### config.mk
export PLATFORM = sky130hd
export DESIGN_NAME = pc_tx_serialiser
export DESIGN_NICKNAME = d
export VERILOG_FILES = /design/src/rtl/pc_tx_serialiser.sv
export SDC_FILE = /design/constraint.sdc
export NUM_CORES = 1
export LEC_CHECK = 0
export ABC_AREA = 1
export BUFFER_PORTS_ARGS = -buffer_cell sky130_fd_sc_hd__buf_2
export CAP_MARGIN = 15
export CELL_PAD_IN_SITES_DETAIL_PLACEMENT = 0
export CELL_PAD_IN_SITES_GLOBAL_PLACEMENT = 1
export CORE_ASPECT_RATIO = 0.75
export CORE_MARGIN = 2
export CORE_UTILIZATION = 37
export DETAILED_ROUTE_END_ITERATION = 6
export PLACE_DENSITY = 0.75
export SETUP_SLACK_MARGIN = 0.5
export SYNTH_ARGS = -nofsm -noshare
export SYNTH_HDL_FRONTEND = slang
export SYNTH_SLANG_ARGS = --single-unit
export TNS_END_PERCENT = 10
### constraint.sdc
create_clock -name i_clock -period 1.6 [get_ports i_clock]
set_input_delay 0.32 -clock i_clock [delete_from_list [all_inputs] [get_ports i_clock]]
set_output_delay 0.32 -clock i_clock [all_outputs]
set_load 0.02 [all_outputs]
### src/rtl/pc_tx_serialiser.sv
`default_nettype none
// ============================================================================
// Module   : pc_tx_serialiser
// Purpose  : Serialises a 32-bit word to a PC over UART as four bytes,
//            MSB byte first. Each byte is framed as start(0), 8 data bits
//            LSB first, optional even parity, stop(1). Consecutive bytes are
//            sent with no idle gap between them.
// Options  : define PC_TX_PARITY_EN to add an even-parity bit (8E1 frames);
//            when it is undefined, 8N1 frames are sent.
// Revision : 1.0 - initial release
// ============================================================================
module pc_tx_serialiser #(
  parameter int CLKS_PER_BIT = 434
) (
  input  logic        i_clock,
  input  logic        i_reset,
  input  logic [31:0] i_data_word,
  input  logic        i_send_cmd,
  output logic        o_busy,
  output logic        o_uart_tx,
  output logic        o_word_done
);

  // Baud counter counts down from CLKS_PER_BIT-1 to 0, so this width is enough.
  localparam int c_BAUD_W = (CLKS_PER_BIT > 1) ? $clog2(CLKS_PER_BIT) : 1;
  localparam logic [c_BAUD_W-1:0] c_BAUD_RELOAD = c_BAUD_W'(CLKS_PER_BIT - 1);

  typedef enum logic [2:0] {
    S_IDLE   = 3'd0,
    S_START  = 3'd1,
    S_DATA   = 3'd2,
`ifdef PC_TX_PARITY_EN
    S_PARITY = 3'd3,
`endif
    S_STOP   = 3'd4
  } state_t;

  state_t              r_state;
  logic [31:0]         r_word;
  logic [c_BAUD_W-1:0] r_baud;
  logic [2:0]          r_bit_idx;
  logic [1:0]          r_byte_idx;
  logic                r_tx;
  logic                r_done;

  logic [7:0]          w_cur_byte;
  logic [2:0]          w_next_bit_idx;
  logic                w_bit_end;
`ifdef PC_TX_PARITY_EN
  logic                w_parity;
`endif

  // Select the byte currently on the wire; byte 0 is the most significant.
  always_comb begin
    w_cur_byte = r_word[31:24];
    case (r_byte_idx)
      2'd0:    w_cur_byte = r_word[31:24];
      2'd1:    w_cur_byte = r_word[23:16];
      2'd2:    w_cur_byte = r_word[15:8];
      default: w_cur_byte = r_word[7:0];
    endcase
  end

  assign w_next_bit_idx = r_bit_idx + 3'd1;
  assign w_bit_end      = (r_baud == '0);
`ifdef PC_TX_PARITY_EN
  assign w_parity       = ^w_cur_byte;
`endif

  // Busy is combinational so a requester sees it in the cycle it issues a command.
  assign o_busy      = (r_state != S_IDLE) | i_send_cmd | i_reset;
  assign o_uart_tx   = r_tx;
  assign o_word_done = r_done;

  // Frame sequencer: every bit is held for CLKS_PER_BIT cycles, line and done are registered.
  always_ff @(posedge i_clock) begin
    if (i_reset) begin
      r_state    <= S_IDLE;
      r_word     <= '0;
      r_baud     <= '0;
      r_bit_idx  <= '0;
      r_byte_idx <= '0;
      r_tx       <= 1'b1;
      r_done     <= 1'b0;
    end else begin
      r_done <= 1'b0;
      case (r_state)
        S_IDLE: begin
          r_tx <= 1'b1;
          if (i_send_cmd) begin
            r_word     <= i_data_word;
            r_byte_idx <= 2'd0;
            r_bit_idx  <= 3'd0;
            r_baud     <= c_BAUD_RELOAD;
            r_tx       <= 1'b0;
            r_state    <= S_START;
          end
        end

        S_START: begin
          if (w_bit_end) begin
            r_baud    <= c_BAUD_RELOAD;
            r_bit_idx <= 3'd0;
            r_tx      <= w_cur_byte[0];
            r_state   <= S_DATA;
          end else begin
            r_baud <= r_baud - c_BAUD_W'(1);
          end
        end

        S_DATA: begin
          if (w_bit_end) begin
            r_baud <= c_BAUD_RELOAD;
            if (r_bit_idx == 3'd7) begin
`ifdef PC_TX_PARITY_EN
              r_tx    <= w_parity;
              r_state <= S_PARITY;
`else
              r_tx    <= 1'b1;
              r_state <= S_STOP;
`endif
            end else begin
              r_bit_idx <= w_next_bit_idx;
              r_tx      <= w_cur_byte[w_next_bit_idx];
            end
          end else begin
            r_baud <= r_baud - c_BAUD_W'(1);
          end
        end

`ifdef PC_TX_PARITY_EN
        S_PARITY: begin
          if (w_bit_end) begin
            r_baud  <= c_BAUD_RELOAD;
            r_tx    <= 1'b1;
            r_state <= S_STOP;
          end else begin
            r_baud <= r_baud - c_BAUD_W'(1);
          end
        end
`endif

        S_STOP: begin
          if (w_bit_end) begin
            if (r_byte_idx == 2'd3) begin
              // Last stop bit of the word: report completion and go idle together.
              r_done  <= 1'b1;
              r_tx    <= 1'b1;
              r_state <= S_IDLE;
            end else begin
              // Next byte's start bit follows the stop bit with no gap.
              r_byte_idx <= r_byte_idx + 2'd1;
              r_baud     <= c_BAUD_RELOAD;
              r_tx       <= 1'b0;
              r_state    <= S_START;
            end
          end else begin
            r_baud <= r_baud - c_BAUD_W'(1);
          end
        end

        default: begin
          r_tx    <= 1'b1;
          r_state <= S_IDLE;
        end
      endcase
    end
  end

endmodule
`default_nettype wire

==> results by group <==
Run status
  – Status: completed

Global route
  – First-pass GRT wire length: just over 10000 um
  – Initial antenna violation count: 0
  – Vias in the first global route: 2057
  – Largest net degree at the start of global routing: 65
  – Global Route Usage Sum: 16.64%
  – Total gr overflow: 0

Routing
  – Final ANT Viol Nets: 0
  – Iter 0 DRT Violations: 106
  – Routed WL per cell: 12.75 um
  – DRC violations left: 0
  – Vias: 2355
  – DR pass1 iterations: 4
  – Vias/cell: approximately 4.8
  – Final wirelength: roughly 6300 um

Floorplan
  – Core ar.: 0.006766 mm2
  – Die area: 0.007614 mm2
  – FP Rows: 26
  – I/O Pins: 38
  – Initial Util: between 30 and 40%
  – Die Wd: 100.1 um
  – Die Y: 76.07 um

STA
  – Final Hold Fails: 0
  – Post-route setup slack: 0.04663 ns
  – Clock Skew: around 0.0037 ns
  – Slew HR: 77.48%
  – Pins Over Slew Limit: 0
  – Slew of the pin with the lowest slew margin: 0.3343 ns
  – Period utilization: 97.09%
  – Number of setup violations in the final report: 0
  – Worst Hold Margin: 0.2833 ns
  – Setup TNS: 0 ns
  – Max Freq: about 0.64 GHz
  – RSZ-0062 raised after global routing: yes
  – Crit path time final: 1.553 ns

Critical path
  – Critical path required time: about 1.8 ns
  – Critical Path Source Type: register
  – Worst setup path startpoint: r_state[1]
  – Kind of critical path: reg -> reg
  – R2R setup slack: 0.05 ns
  – Reg2reg start: r_state[1]
  – WP data arrival: approximately 1.8 ns
  – Worst setup path endpoint: o_uart_tx
  – RR Endpoint: o_uart_tx
  – CP Capture Type: register
  – Worst reg2reg path depth: 11
  – CP max FO: 4

Power
  – PwrDens: 1749 mW/mm2
  – Power Total: 5.783 mW
  – Leak pwr: 1.446 nW
  – Max VDD drop: 0.001129 V

Synthesis
  – Multiplexer area fraction after synthesis: 0%
  – Cell area after synthesis: approximately 0.0026 mm2
  – Register area share after synthesis: 39.84%
  – Share of synthesized cell area in and, or, nand and nor gates: 22.61%
  – Synth warnings: 0
  – EDFF count, synth: 0
  – Avg Cell Area, Syn: 7.118 um2
  – Largest family of logic cells by synthesized area: simple AND/OR/NAND/NOR gates
  – Post-synthesis adder-cell area fraction: under 10%
  – Ys flop type: dfxtp_1
  – Seq cells post-synth: 51
  – Synth unique cells: 28
  – Net Count, Synth: ~400
  – Xor and xnor fraction of the mapped netlist area: 1.025%
  – Ys async rst share: 0%
  – Synth Area in Compound Gates: 21.14%
  – Mapped Cells: 360

Final layout
  – Share of post-route cells with drive strength above 1: 31.46%
  – Commonest non-fill, non-tap cell in the layout: nand2_1
  – Layout Cells excl Fill: 494
  – Most frequent cells in the layout: nand2_1, inv_1, a21oi_1
  – Final nets: 451
  – # diodes: 0
  – Layout area overhead: 29.05%
  – Fin util: 48.87%
  – Post-route cell area: 0.003307 mm2
  – Fillcell total: 676

Flow run
  – Max-cap violation count: 0

Place
  – Placed inst area: 0.002884 mm2
  – Count of buffers from port buffering: 37
  – Setup WS pre-CTS: 0.001387 ns
  – Final HPWL DP: approximately 4400 um
  – Placed Instances: 471
  – GP Congestion: 0.7492

CTS
  – CTS tree: done
  – Clock Path Buffers: 2
  – Htree depth: 2
  – Clock transition at path regs: 0.09 ns
  – Clock sink count: just over 50
  – CTS root buf: clkbuf_8
  – Hold_buf cts: 0
  – CTS Buf Count: 5
  – Worst skew pair latency: 0.31 ns

Min path
  – Hold Path Class: in -> reg
==> logic make-up (layout without fill, tap and decap cells) <==
logic type	count (synthesis)	in the layout
and+or+nand+nor	117	117
AOI/OAI and AO/OA	105	105
buffers and inverters	77	127
DFF	51	51
adders and majority gates	7	7
xor gates and xnor gates	3	3
==> per-layer routing <==
layer  global-route usage, %  vias to the layer above  wire length (um)
li1                        -                     1250                 -
met1                   27.43                     1060              3616
met2                   20.95                       40              2395
met3                   3.119                        5               226
met4                   5.342                        0                61
met5                       0                        -                 0
==> area by class of cell <==
cell class,count,area [um2],share of cell area (%)
Multi-Input combinational cell,232,1428,43.17
Sequential cell,51,1037,31.37
Timing Repair Buffer,57,359.1,10.86
Inverter,61,254.0,7.681
Tap cell,84,105.1,3.178
Clock buffer,6,82.58,2.497
Clock inverter,2,35.03,1.059
Timing Repair inverter,1,6.256,0.1892
==> registers in the layout (all words and copies together) (netlist names) <==
name         count
r_byte_idx       2
r_bit_idx        3
o_uart_tx        1
r_word          32
o_word_done      1
r_state          3
r_baud           9
==> cells in the mapped netlist (4+ instances only) <==
master     n  area share [%]
a21oi_1   54              11
clkbuf_1  12             1.8
dfxtp_1   51              40
ha_1       7             3.4
inv_1     55             8.1
inv_2      4            0.59
nand2_1   66             9.7
nand2_4    5             2.2
nand3_1   12             2.3
nor2_1    15             2.2
nor2_2     4            0.98
nor2_4     4             1.8
o21ai_0   47             9.2
==> worst min path at each step <==
stage / slack [ns] / end / depth (start not counted) / startpoint
floorplan: 0.42 / r_word[1] / 2 / r_word[1]
global placement: 0.44 / r_word[17] / 2 / r_word[17]
detailed placement: 0.44 / r_word[17] / 2 / r_word[17]
CTS: 0.28 / r_word[21] / 3 / i_data_word[21]
global route: 0.30 / r_word[26] / 3 / i_data_word[26]
finish: 0.28 / r_word[21] / 3 / i_data_word[21]
==> report_power, final <==
| group | leakage, nW | switching (mW) | internal, mW | total (mW) |
|---|---|---|---|---|
| clock | 0.0612 | 0.429 | 0.506 | 0.935 |
| combinational | 0.960 | 1.66 | 1.17 | 2.82 |
| sequential | 0.424 | 0.306 | 1.72 | 2.02 |
==> critical path, cell delays in order, from the launching register on <==
cell	delay (ns)
dfxtp_4	0.37
nor2_4	0.14
buf_6	0.14
nand2_8	0.06
inv_4	0.07
nor2_4	0.03
nor2_4	0.18
buf_6	0.12
o2111a_1	0.16
nand2_1	0.07
nand2_2	0.07
nand2_1	0.04
==> timing repair <==
item                                    in CTS  in global routing
resized for setup                           29                 18
setup buffers                                7                  7
endpoints found under the setup margin      54                 54
cloned                                       0                  1
pin swaps                                   19                  7
Note: power is estimated with default switching activity, not from simulation.
